<file path="src/rtl/wash_cycle_timer.sv">
// rtl/wash_cycle_timer.sv - prescaled wash/spin phase timer with level TIMER_DONE.
// Optional door-open freeze is compiled in with `define WASH_TIMER_PAUSE_EN.
module wash_cycle_timer #(
  parameter int TICK_DIV = 1000,
  parameter int T_DEF    = 10,
  parameter int T_WASH_M = 30,
  parameter int T_WASH_H = 45,
  parameter int T_SPIN   = 20,
  parameter int CNT_W    = 16
) (
  input  logic             CLK,
  input  logic             RST,
  input  logic             TIMER_EN,
  input  logic [1:0]       TIMER_SEL,
  input  logic             PAUSE,
  output logic             TIMER_DONE,
  output logic             BUSY,
  output logic [CNT_W-1:0] REMAIN
);

  localparam int PW = (TICK_DIV > 1) ? $clog2(TICK_DIV) : 1;
  localparam logic [PW-1:0]    PRESC_MAX = PW'(TICK_DIV - 1);
  localparam logic [CNT_W-1:0] D_DEF     = CNT_W'(T_DEF);
  localparam logic [CNT_W-1:0] D_WASH_M  = CNT_W'(T_WASH_M);
  localparam logic [CNT_W-1:0] D_WASH_H  = CNT_W'(T_WASH_H);
  localparam logic [CNT_W-1:0] D_SPIN    = CNT_W'(T_SPIN);

  typedef enum logic [1:0] {
    IDLE    = 2'd0,
    RUN     = 2'd1,
    EXPIRED = 2'd2
  } state_t;

  state_t           state, state_n;
  logic [PW-1:0]    presc, presc_n;
  logic [CNT_W-1:0] remain_n;
  logic [1:0]       sel_q, sel_n;
  logic [CNT_W-1:0] start_dur;
  logic             hold;

`ifdef WASH_TIMER_PAUSE_EN
  assign hold = PAUSE;
`else
  logic pause_unused;
  assign pause_unused = PAUSE;
  assign hold = 1'b0;
`endif

  always_comb begin
    start_dur = D_DEF;
    case (TIMER_SEL)
      2'b01:   start_dur = D_WASH_M;
      2'b10:   start_dur = D_WASH_H;
      2'b11:   start_dur = D_SPIN;
      default: start_dur = D_DEF;
    endcase
  end

  always_ff @(posedge CLK) begin
    if (RST) begin
      state      <= IDLE;
      presc      <= '0;
      REMAIN     <= '0;
      sel_q      <= 2'b00;
      TIMER_DONE <= 1'b0;
      BUSY       <= 1'b0;
    end else begin
      state      <= state_n;
      presc      <= presc_n;
      REMAIN     <= remain_n;
      sel_q      <= sel_n;
      TIMER_DONE <= (state_n == EXPIRED);
      BUSY       <= (state_n == RUN);
    end
  end

  always_comb begin
    state_n  = state;
    presc_n  = presc;
    remain_n = REMAIN;
    sel_n    = sel_q;
    case (state)
      IDLE: begin
        if (TIMER_EN) begin
          sel_n    = TIMER_SEL;
          remain_n = start_dur;
          presc_n  = '0;
          state_n  = (start_dur == '0) ? EXPIRED : RUN;
        end
      end
      RUN: begin
        // Abort outranks both the tick and a pending pause.
        if (!TIMER_EN) begin
          state_n  = IDLE;
          remain_n = '0;
          presc_n  = '0;
        end else if (!hold) begin
          if (presc == PRESC_MAX) begin
            presc_n  = '0;
            remain_n = REMAIN - 1'b1;
            if (REMAIN == CNT_W'(1)) state_n = EXPIRED;
          end else begin
            presc_n = presc + 1'b1;
          end
        end
      end
      EXPIRED: begin
        remain_n = '0;
        if (!TIMER_EN) state_n = IDLE;
      end
      default: begin
        state_n  = IDLE;
        remain_n = '0;
        presc_n  = '0;
      end
    endcase
  end

endmodule
</file>
<file path="config.mk">
export PLATFORM = sky130hd
export DESIGN_NAME = wash_cycle_timer
export DESIGN_NICKNAME = d
export VERILOG_FILES = /design/src/rtl/wash_cycle_timer.sv
export SDC_FILE = /design/constraint.sdc
export NUM_CORES = 1
export LEC_CHECK = 0
export CORE_ASPECT_RATIO = 1.5
export CORE_MARGIN = 2
export CORE_UTILIZATION = 35
export CTS_BUF_LIST = sky130_fd_sc_hd__clkbuf_2 sky130_fd_sc_hd__clkbuf_4 sky130_fd_sc_hd__clkbuf_8
export DETAILED_ROUTE_END_ITERATION = 8
export PLACE_DENSITY = 0.55
export SYNTH_ARGS = -nofsm -noshare
export SYNTH_HDL_FRONTEND = slang
export SYNTH_SLANG_ARGS = --single-unit
</file>
<file path="constraint.sdc">
create_clock -name CLK -period 6 [get_ports CLK]
set_clock_uncertainty 0.2 [all_clocks]
set_input_delay 1.5 -clock CLK [delete_from_list [all_inputs] [get_ports CLK]]
set_output_delay 1.5 -clock CLK [all_outputs]
set_load 0.01 [all_outputs]
</file>
==> impl_metrics.py, run 1 <==
metrics = {
    "status": {
        "outcome": "finished clean",
    },
    "sta": {
        "worst_slew_pin_slew_ns": 0.944,
        "fin_crit_sh_pct": 61.0,
        "setup_viol": 0,
        "fmax_ghz": 0.273,
        "rsz0062_at_grt": "no",
        "hold_viol_final": 0,
        "slew_headroom_pct": 37.0,
        "slew_violations": 0,
        "tns_ns": 0,
        "min_period_ns": 3.66,
    },
    "setup_path": {
        "end_kind": "flop",
        "r2r-start": "state[0]",
        "r2r_slack_ns": 3.54,
        "setup.worst_path.start_class": "input pin",
        "cp.required_ns": 5.99,
        "worst_ep_arrival_time_ns": 3.64,
        "cp_max_fo": 26,
        "reg2reg_depth": 4,
        "r2r-end": "REMAIN[0]",
        "critPathKind": "in -> reg",
    },
    "drt": {
        "num_vias": 1570,
        "drt_iter0_drc": 77,
        "wl_per_cell_um": 14.8,
        "ant_nets": 0,
        "routed_wl_mm": 4.16,
        "dr.pass1.iters": 5,
        "viasPerCell": 5.59,
        "drc": 0,
    },
    "die": {
        "initial_core_util_pct": 35.9,
        "core_sq_um": 4770,
        "die_w_um": 61.1,
        "dieHeight_um": 89.7,
        "row_count": 31,
        "io_pins": 24,
        "fp.dieArea_sq_um": 5480,
    },
    "final_layout": {
        "final_util_pct": 42.4,
        "multiInputGateArea_sq_um": 1010,
        "antenna_cells": 0,
        "drive_gt1_share_pct": 8.37,
        "final_cell_mix": "dfxtp_1, clkdlybuf4s50_1, a21oi_1",
        "fill_cells": 505,
        "final_common_cell": "dfxtp_1",
        "area_growth_pct": 18.0,
        "regArea_sq_um": 601,
        "nNetsFinal": 223,
    },
    "synthesis": {
        "ys.flop_type": "dfxtp_1",
        "synth_compound_area_share_pct": 23.8,
        "synth-simple-area-share_pct": 31.1,
        "synth_xor_area_share_pct": 0.511,
        "syn_inst": 198,
        "ys_types": 51,
        "synth_top_area_cell": "dfxtp_1",
        "syn_avg_cell_area_sq_um": 8.65,
        "yosysTopAreaCellShare_pct": 35.1,
        "ys_seq_elements": 30,
        "synthesis.nets": 207,
        "synth_top_family_by_area": "simple AND/OR/NAND/NOR gates",
        "synth_mux_area_share_pct": 1.17,
        "yosys_warnings": 0,
        "syn_area_sq_um": 1710,
        "synthArstFlopShare_pct": 0,
        "synth_adder_area_share_pct": 2.19,
        "synth_area_leaders": "dfxtp_1, a21oi_1, o31ai_1, or4_1, buf_6",
        "synth_edf_count": 0,
        "ys_seq_area_share_pct": 35.1,
    },
    "power_and_ir_drop": {
        "power-per-cell-area_nw_per_um2": 247,
        "ir_drop_v": 0.000124,
        "p_leak_nw": 0.681,
    },
    "placed_design": {
        "port_buffers": 22,
        "place.gp.congestion": 0.790,
        "hpwl_mm": 3.09,
    },
    "worst_hold_path": {
        "min_path_type": "reg -> reg",
        "hold_depth": 2,
        "whs_endpoint": "REMAIN[15]",
        "min-delay-start": "REMAIN[15]",
    },
    "grt": {
        "antenna_found_initial": 0,
        "track_usage_pct": 16.8,
        "grt_overflow_total": 0,
        "grt_max_degree": 27,
        "grt_pass1_wl_mm": 6.89,
        "grt_pass1_vias": 1447,
    },
    "cts": {
        "cts_tree": "built",
        "clock_latency_ns": 0.28,
        "ctsResizeCount": 0,
        "cts_sinks": 30,
        "htreeDepth": 2,
        "post_cts_buffers": 0,
        "clk_pin_slew_worst_paths_ns": 0.07,
        "cts_hold_buffers": 0,
        "cts_made_buffers": 5,
        "cts_buffer_depth": 2,
        "root_buffer": "clkbuf_8",
    },
    "flow_run": {
        "maxCapViolCount": 0,
    },
}
-- layer usage --
metal,wire (um),vias to the layer above,global-route usage [%],share of wire (%)
met3,114,7,3.72,2.7
met5,0,-,0,0
met2,2240,26,30.2,54
li1,-,793,-,-
met1,1720,744,18.1,41
met4,80,0,7.51,1.9
-- registers in the layout, summed over array words and instances (netlist names) --
register    count
REMAIN         16
BUSY            1
state           2
TIMER_DONE      1
presc          10
-- critical path, stage by stage --
cell,delay (ns)
clkdlybuf4s50_1,0.57
o2111a_1,0.35
a311oi_4,0.85
nor3_1,0.14
a211oi_1,0.23
-- cell usage after synthesis (all sizes together) (5+ instances only) --
master	count
dfxtp	30
o31ai	10
nand2	12
nand3	7
a21oi	19
or3	6
or4	9
o21ai	11
nor3	5
buf	9
nor2	14
-- cell type report --
class                      count  area share (%)
clock buffer                   7            4.46
sequential                    30            29.7
clock inverter                 1           0.248
inverter                       4           0.743
tap                           66            4.09
multi-input combinational    151            49.8
timing repair buffer          22            10.9
-- logic make-up (layout without fill, tap and decap cells) --
logic type | after synthesis | after routing
AND/OR/NAND/NOR | 86 | 86
AO/OA/AOI/OAI | 59 | 59
flip-flops | 30 | 30
buffers and inverters | 17 | 34
adder cells (fa/ha/maj) | 3 | 3
multiplexers | 2 | 2
XOR/XNOR | 1 | 1
-- power by group --
| part | switching [mW] | internal (mW) | total [mW] |
|---|---|---|---|
| Combinational | 0.0600 | 0.0473 | 0.107 |
| Clock | 0.0738 | 0.0969 | 0.171 |
| Sequential | 0.0134 | 0.208 | 0.222 |
| Total | 0.147 | 0.353 | 0.500 |
-- how the worst max path moves through the flow --
stage	start	end	slack, ns	cells past startpoint
6_report	TIMER_EN	REMAIN[0]	2.34	5
5_1_grt	TIMER_EN	REMAIN[0]	2.15	5
4_1_cts	TIMER_EN	REMAIN[0]	2.34	5
3_5_place_dp	TIMER_EN	REMAIN[0]	2.05	5
3_3_place_gp	TIMER_EN	REMAIN[0]	2.06	5
2_1_floorplan	TIMER_EN	REMAIN[5]	2.96	7
-- stage by stage --
step,hold slack (ns),instance area (sq um),setup WS [ns],power (mW),std cells
floorplan,0.275,1710,2.96,0.301,198
global placement,0.290,1930,2.06,0.334,273
detailed placement,0.292,1930,2.05,0.334,273
CTS,0.302,2020,2.34,0.509,281
global route,0.338,2020,2.15,0.530,281
finish,0.298,2020,2.34,0.500,281
Power figures use the tool's default switching activity.
==> run 2, diff against run 1 <==
--- a/config.mk
+++ b/config.mk
@@ -10,7 +10,7 @@
 export CORE_UTILIZATION = 35
 export CTS_BUF_LIST = sky130_fd_sc_hd__clkbuf_2 sky130_fd_sc_hd__clkbuf_4 sky130_fd_sc_hd__clkbuf_8
 export DETAILED_ROUTE_END_ITERATION = 8
-export PLACE_DENSITY = 0.55
+export PLACE_DENSITY = 0.57
 export SYNTH_ARGS = -nofsm -noshare
 export SYNTH_HDL_FRONTEND = slang
 export SYNTH_SLANG_ARGS = --single-unit
==> constraint.sdc (replaced) <==
create_clock -name CLK -period 3.06 [get_ports CLK]
set_clock_uncertainty 0.2 [all_clocks]
set_input_delay 0.765 -clock CLK [delete_from_list [all_inputs] [get_ports CLK]]
set_output_delay 0.765 -clock CLK [all_outputs]
set_load 0.01 [all_outputs]
==> run 2 against run 1 <==
  * Die area unchanged
  * Clock power up 99%
  * Final cell count up 2.8%
  * Count of clock-buffer cells in the layout unchanged
  * Sequential share of layout area down 1.0 points
  * Power up 100%
  * Final area up 3.6%
  * Via count up 1.1%
  * Sequential cell count unchanged
  * Register-to-register slack worse by 2.7 ns
  * Sequential power up 95%
  * Worst setup slack worse by 1.8 ns
==> impl_metrics.py, run 2 (synthesis results as in run 1) <==
metrics = {
    "cts": {
        "cts_sinks": 30,
        "clock_latency_ns": 0.28,
        "cts_buffer_depth": 2,
        "htreeDepth": 2,
        "cts_hold_buffers": 0,
        "cts_tree": "built",
        "ctsResizeCount": 0,
        "root_buffer": "clkbuf_8",
        "clk_pin_slew_worst_paths_ns": 0.07,
        "post_cts_buffers": 0,
        "cts_made_buffers": 5,
    },
    "die": {
        "initial_core_util_pct": 35.9,
        "core_sq_um": 4770,
        "row_count": 31,
        "io_pins": 24,
        "die_w_um": 61.1,
        "fp.dieArea_sq_um": 5480,
        "dieHeight_um": 89.7,
    },
    "final_layout": {
        "nNetsFinal": 231,
        "regMostFlops": "REMAIN",
        "final_cell_mix": "dfxtp_1, clkdlybuf4s50_1, a21oi_1",
        "largest_reg_flops": 16,
        "final_common_cell": "dfxtp_1",
        "largestRegisters": "REMAIN x16, presc x10, state x2",
        "final_util_pct": 43.9,
        "area_growth_pct": 22.2,
        "antenna_cells": 0,
        "drive_gt1_share_pct": 11.7,
    },
    "sta": {
        "slew_headroom_pct": 55.5,
        "tns_ns": 0,
        "slew_violations": 0,
        "fin_crit_sh_pct": 82.9,
        "min_period_ns": 2.54,
        "fmax_ghz": 0.394,
        "rsz0062_at_grt": "no",
        "setup_viol": 0,
        "hold_viol_final": 0,
        "worst_slew_pin_slew_ns": 0.662,
    },
    "drt": {
        "dr.pass1.iters": 4,
        "drt_iter0_drc": 35,
        "wl_per_cell_um": 14.2,
        "routed_wl_mm": 4.09,
        "num_vias": 1587,
        "viasPerCell": 5.49,
        "drc": 0,
        "ant_nets": 0,
    },
    "power_and_ir_drop": {
        "power-per-cell-area_nw_per_um2": 478,
        "pwr-share-seq_pct": 43.4,
        "intPower_uw": 702,
        "p_leak_nw": 0.725,
        "pwr-share-comb_pct": 22.5,
        "swShare_pct": 29.7,
        "p_clk_share_pct": 34.0,
        "ir_drop_v": 0.000243,
        "power_switching_uw": 297,
    },
    "setup_path": {
        "setup.worst_path.start_class": "input pin",
        "crit_start": "TIMER_EN",
        "cpLargestDelayFamily": "buffers and inverters",
        "end_kind": "flop",
        "worst_ep_arrival_time_ns": 2.55,
        "critPathKind": "in -> reg",
        "r2r_slack_ns": 0.86,
        "cpMaxStageDelayCell": "clkdlybuf4s50_1",
        "reg2reg_depth": 6,
        "r2r-end": "REMAIN[15]",
        "cp.required_ns": 3.07,
        "r2r-start": "presc[0]",
        "crit_chain": "clkdlybuf4s50_1 -> xor2_1 -> a311oi_4 -> buf_12 -> or4_1 -> a21oi_1",
        "critPathMaxStageDelay_ns": 0.57,
        "cp.buffers_inverters": 2,
        "cp_max_fo": 26,
    },
    "placed_design": {
        "place.gp.congestion": 0.858,
        "hpwl_mm": 3.11,
        "port_buffers": 22,
    },
    "worst_hold_path": {
        "whs_endpoint": "REMAIN[12]",
        "min-delay-start": "REMAIN[12]",
        "min_path_type": "reg -> reg",
        "hold_depth": 2,
    },
    "grt": {
        "grt_max_degree": 27,
        "antenna_found_initial": 0,
        "grt_pass1_wl_mm": 7.02,
        "track_usage_pct": 16.9,
        "grt_overflow_total": 0,
        "grt_pass1_vias": 1497,
    },
    "flow_run": {
        "maxCapViolCount": 0,
    },
    "status": {
        "outcome": "finished clean",
    },
}
## run 2: changes by cell type in the layout (fill, tap and decap cells not counted)
| cell | before | now |
|---|---|---|
| buf_12 | 0 | 1 |
| buf_4 | 0 | 7 |
## run 2: how the worst max path moves through the flow
stage,to,slack (ns),depth (start not counted)
detailed placement,REMAIN[15],0.22,6
global placement,REMAIN[15],0.25,6
finish,REMAIN[15],0.52,6
floorplan,REMAIN[5],0.75,7
global route,REMAIN[13],0.45,6
CTS,REMAIN[15],0.51,6
## run 2: metal layers
metal	vias to the layer above	wire, um	GRT usage (%)
met4	0	102	7.71
li1	804	-	-
met3	8	118	3.44
met5	-	0	0
met2	30	2130	29.9
met1	745	1740	18.9
## run 2: through the flow
stage	instance area, sq um	hold slack, ns	total power [mW]	instances	setup slack, ns
after floorplan	1710	0.275	0.591	198	0.751
after global placement	2000	0.283	0.666	281	0.247
after detailed placement	2000	0.292	0.668	281	0.217
after CTS	2090	0.301	1.01	289	0.511
after global routing	2090	0.321	1.06	289	0.445
final	2090	0.292	1.00	289	0.523
## run 2: area by class of cell
class | instances | area (sq um)
Clock buffer | 7 | 90.1
Clock inverter | 1 | 5.00
Fill cell | 494 | 2680
Inverter | 4 | 15.0
Multi-Input combinational cell | 151 | 1010
Sequential cell | 30 | 601
Tap cell | 66 | 82.6
Timing Repair Buffer | 30 | 293
## run 2: power groups by stage
| stage | registers (mW) | logic [mW] | clock network (mW) |
|---|---|---|---|
| after floorplan | 0.443 | 0.148 | 0 |
| after global placement | 0.443 | 0.223 | 0 |
| after detailed placement | 0.444 | 0.224 | 0 |
| after CTS | 0.435 | 0.225 | 0.352 |
| after global routing | 0.439 | 0.252 | 0.365 |
| final | 0.434 | 0.225 | 0.340 |
## run 2: worst register-to-register path: cells and delay by family, from the launching register on
kind            cells  cell delay [ns]
fa+ha+maj           1             0.22
flops               1             0.38
compound gates      2             0.30
buf+inv             1             0.19
simple gates        2             0.84
==> run 3, diff against run 2 <==
--- a/config.mk
+++ b/config.mk
@@ -10,7 +10,7 @@
 export CORE_UTILIZATION = 35
 export CTS_BUF_LIST = sky130_fd_sc_hd__clkbuf_2 sky130_fd_sc_hd__clkbuf_4 sky130_fd_sc_hd__clkbuf_8
 export DETAILED_ROUTE_END_ITERATION = 8
-export PLACE_DENSITY = 0.57
+export PLACE_DENSITY = 0.55
 export SYNTH_ARGS = -nofsm -noshare
 export SYNTH_HDL_FRONTEND = slang
 export SYNTH_SLANG_ARGS = --single-unit
==> constraint.sdc (replaced) <==
create_clock -name CLK -period 2.35 [get_ports CLK]
set_clock_uncertainty 0.2 [all_clocks]
set_input_delay 0.5875 -clock CLK [delete_from_list [all_inputs] [get_ports CLK]]
set_output_delay 0.5875 -clock CLK [all_outputs]
set_load 0.01 [all_outputs]
==> run 3 against run 2 <==
  * Routed wire length increased by 4.8%
  * Non-clock buffer count grew 11
  * Largest cell class unchanged
  * Critical path depth down 5
  * Final cell count grew 3.8%
  * First-iteration DRC count increased by 69%
  * Power up 32%
  * Worst setup slack lost 0.28 ns
  * Clock power grew 31%
  * Register-to-register slack lost 0.56 ns
  * Sequential power up 30%
==> impl_metrics.py, run 3 (synthesis results as in run 1) <==
metrics = {
    "drt": {
        "num_vias": 1633,
        "dr.pass1.iters": 6,
        "wl_per_cell_um": 14.3,
        "viasPerCell": 5.44,
        "drc": 0,
        "routed_wl_mm": 4.29,
        "ant_nets": 0,
        "drt_iter0_drc": 59,
    },
    "final_layout": {
        "regMostFlops": "REMAIN",
        "layout.cells.non_filler": 300,
        "largest_reg_flops": 16,
        "design_area_sq_um": 2180,
        "area_growth_pct": 27.2,
        "final_cell_mix": "dfxtp_1, clkdlybuf4s50_1, a21oi_1",
        "fill_cells": 497,
        "final_common_cell": "dfxtp_1",
        "antenna_cells": 0,
        "nNetsFinal": 242,
        "drive_gt1_share_pct": 15.8,
        "largestRegisters": "REMAIN x16, presc x10, state x2",
    },
    "grt": {
        "grt_max_degree": 17,
        "antenna_found_initial": 0,
        "grt_pass1_vias": 1551,
        "track_usage_pct": 18.1,
        "grt_pass1_wl_mm": 7.41,
        "grt_overflow_total": 0,
    },
    "setup_path": {
        "cpMaxStageDelayCell": "clkdlybuf4s50_1",
        "r2r_slack_ns": 0.30,
        "worst_ep_arrival_time_ns": 1.32,
        "reg2reg_depth": 6,
        "r2r-end": "REMAIN[14]",
        "cp.required_ns": 1.56,
        "crit_start": "REMAIN[1]",
        "crit_chain": "clkdlybuf4s50_1",
        "end_kind": "output port",
        "setup.worst_path.start_class": "flop",
        "critPathKind": "reg -> out",
        "r2r-start": "presc[0]",
        "critPathMaxStageDelay_ns": 0.58,
        "cp_max_fo": 6,
        "cpLargestDelayFamily": "buffers and inverters",
        "cp.buffers_inverters": 1,
    },
    "cts": {
        "post_cts_buffers": 0,
        "root_buffer": "clkbuf_8",
        "cts_hold_buffers": 0,
        "cts_made_buffers": 5,
        "cts_sinks": 30,
        "cts_tree": "built",
        "cts_buffer_depth": 2,
        "clock_latency_ns": 0.29,
        "htreeDepth": 2,
        "ctsResizeCount": 0,
        "clk_pin_slew_worst_paths_ns": 0.07,
    },
    "power_and_ir_drop": {
        "p_leak_nw": 0.788,
        "power-per-cell-area_nw_per_um2": 604,
        "ir_drop_v": 0.000243,
        "p_total_mw": 1.32,
    },
    "die": {
        "core_sq_um": 4770,
        "die_w_um": 61.1,
        "io_pins": 24,
        "initial_core_util_pct": 35.9,
        "fp.dieArea_sq_um": 5480,
        "dieHeight_um": 89.7,
        "row_count": 31,
    },
    "sta": {
        "fmax_ghz": 0.476,
        "hold_ws_ns": 0.301,
        "hold_viol_final": 0,
        "min_period_ns": 2.10,
        "fin_crit_sh_pct": 89.5,
        "rsz0062_at_grt": "no",
        "worst_slew_pin_slew_ns": 0.551,
        "setup_viol": 0,
        "slew_headroom_pct": 63.1,
        "slew_violations": 0,
    },
    "status": {
        "outcome": "finished clean",
    },
    "worst_hold_path": {
        "min_path_type": "reg -> reg",
        "min-delay-start": "REMAIN[14]",
        "hold_depth": 2,
        "whs_endpoint": "REMAIN[14]",
    },
    "placed_design": {
        "place_area_sq_um": 2080,
        "place.gp.congestion": 0.807,
        "port_buffers": 22,
        "dp_cells": 292,
        "hpwl_mm": 3.29,
    },
    "flow_run": {
        "maxCapViolCount": 0,
    },
}
==> run 3: cell count changes in the layout (fill, tap and decap cells not counted) <==
cell	delta
buf_4	+11
clkdlybuf4s50_1	-1
dlymetal6s2s_1	+1
==> run 3: worst max-delay path by stage <==
stage	end	slack, ns	cells past startpoint
final	REMAIN[1]	0.25	1
after global routing	REMAIN[14]	0.10	6
after detailed placement	REMAIN[7]	-0.27	6
after floorplan	REMAIN[5]	0.22	7
after global placement	REMAIN[14]	-0.25	6
after CTS	presc[2]	0.02	6
==> run 3: routing by layer <==
| layer | vias to the layer above | wire length (um) | part of all wire, % | global-route usage, % |
|---|---|---|---|---|
| met5 | - | 0 | 0 | 0 |
| met4 | 0 | 107 | 2.5 | 8.70 |
| met3 | 10 | 120 | 2.8 | 3.44 |
| met2 | 28 | 2310 | 54 | 31.9 |
| met1 | 764 | 1750 | 41 | 20.3 |
| li1 | 831 | - | - | - |
==> run 3: power by group <==
group | total, mW | internal, mW | switching (mW) | leakage, nW
Clock | 0.445 | 0.247 | 0.197 | 0.0517
Sequential | 0.563 | 0.532 | 0.0308 | 0.244
Combinational | 0.309 | 0.147 | 0.162 | 0.492
Total | 1.32 | 0.927 | 0.390 | 0.788
==> run 3: metrics by stage <==
| stage | TNS (ns) | utilization, % | worst slack (ns) |
|---|---|---|---|
| after floorplan | 0 | - | 0.218 |
| after global placement | -3.83 | 43.6 | -0.249 |
| after detailed placement | -4.04 | 43.6 | -0.267 |
| after CTS | 0 | 45.6 | 0.0241 |
| after global routing | 0 | 45.7 | 0.100 |
| final | 0 | 45.7 | 0.247 |
==> run 3: final cells by class <==
| cell class | instances | area (sq um) | area share (%) |
|---|---|---|---|
| Inverter | 4 | 15.0 | 0.689 |
| Clock buffer | 7 | 90.1 | 4.14 |
| Timing Repair Buffer | 41 | 378 | 17.3 |
| Tap cell | 66 | 82.6 | 3.79 |
| Clock inverter | 1 | 5.00 | 0.230 |
| Sequential cell | 30 | 601 | 27.6 |
| Multi-Input combinational cell | 151 | 1010 | 46.2 |
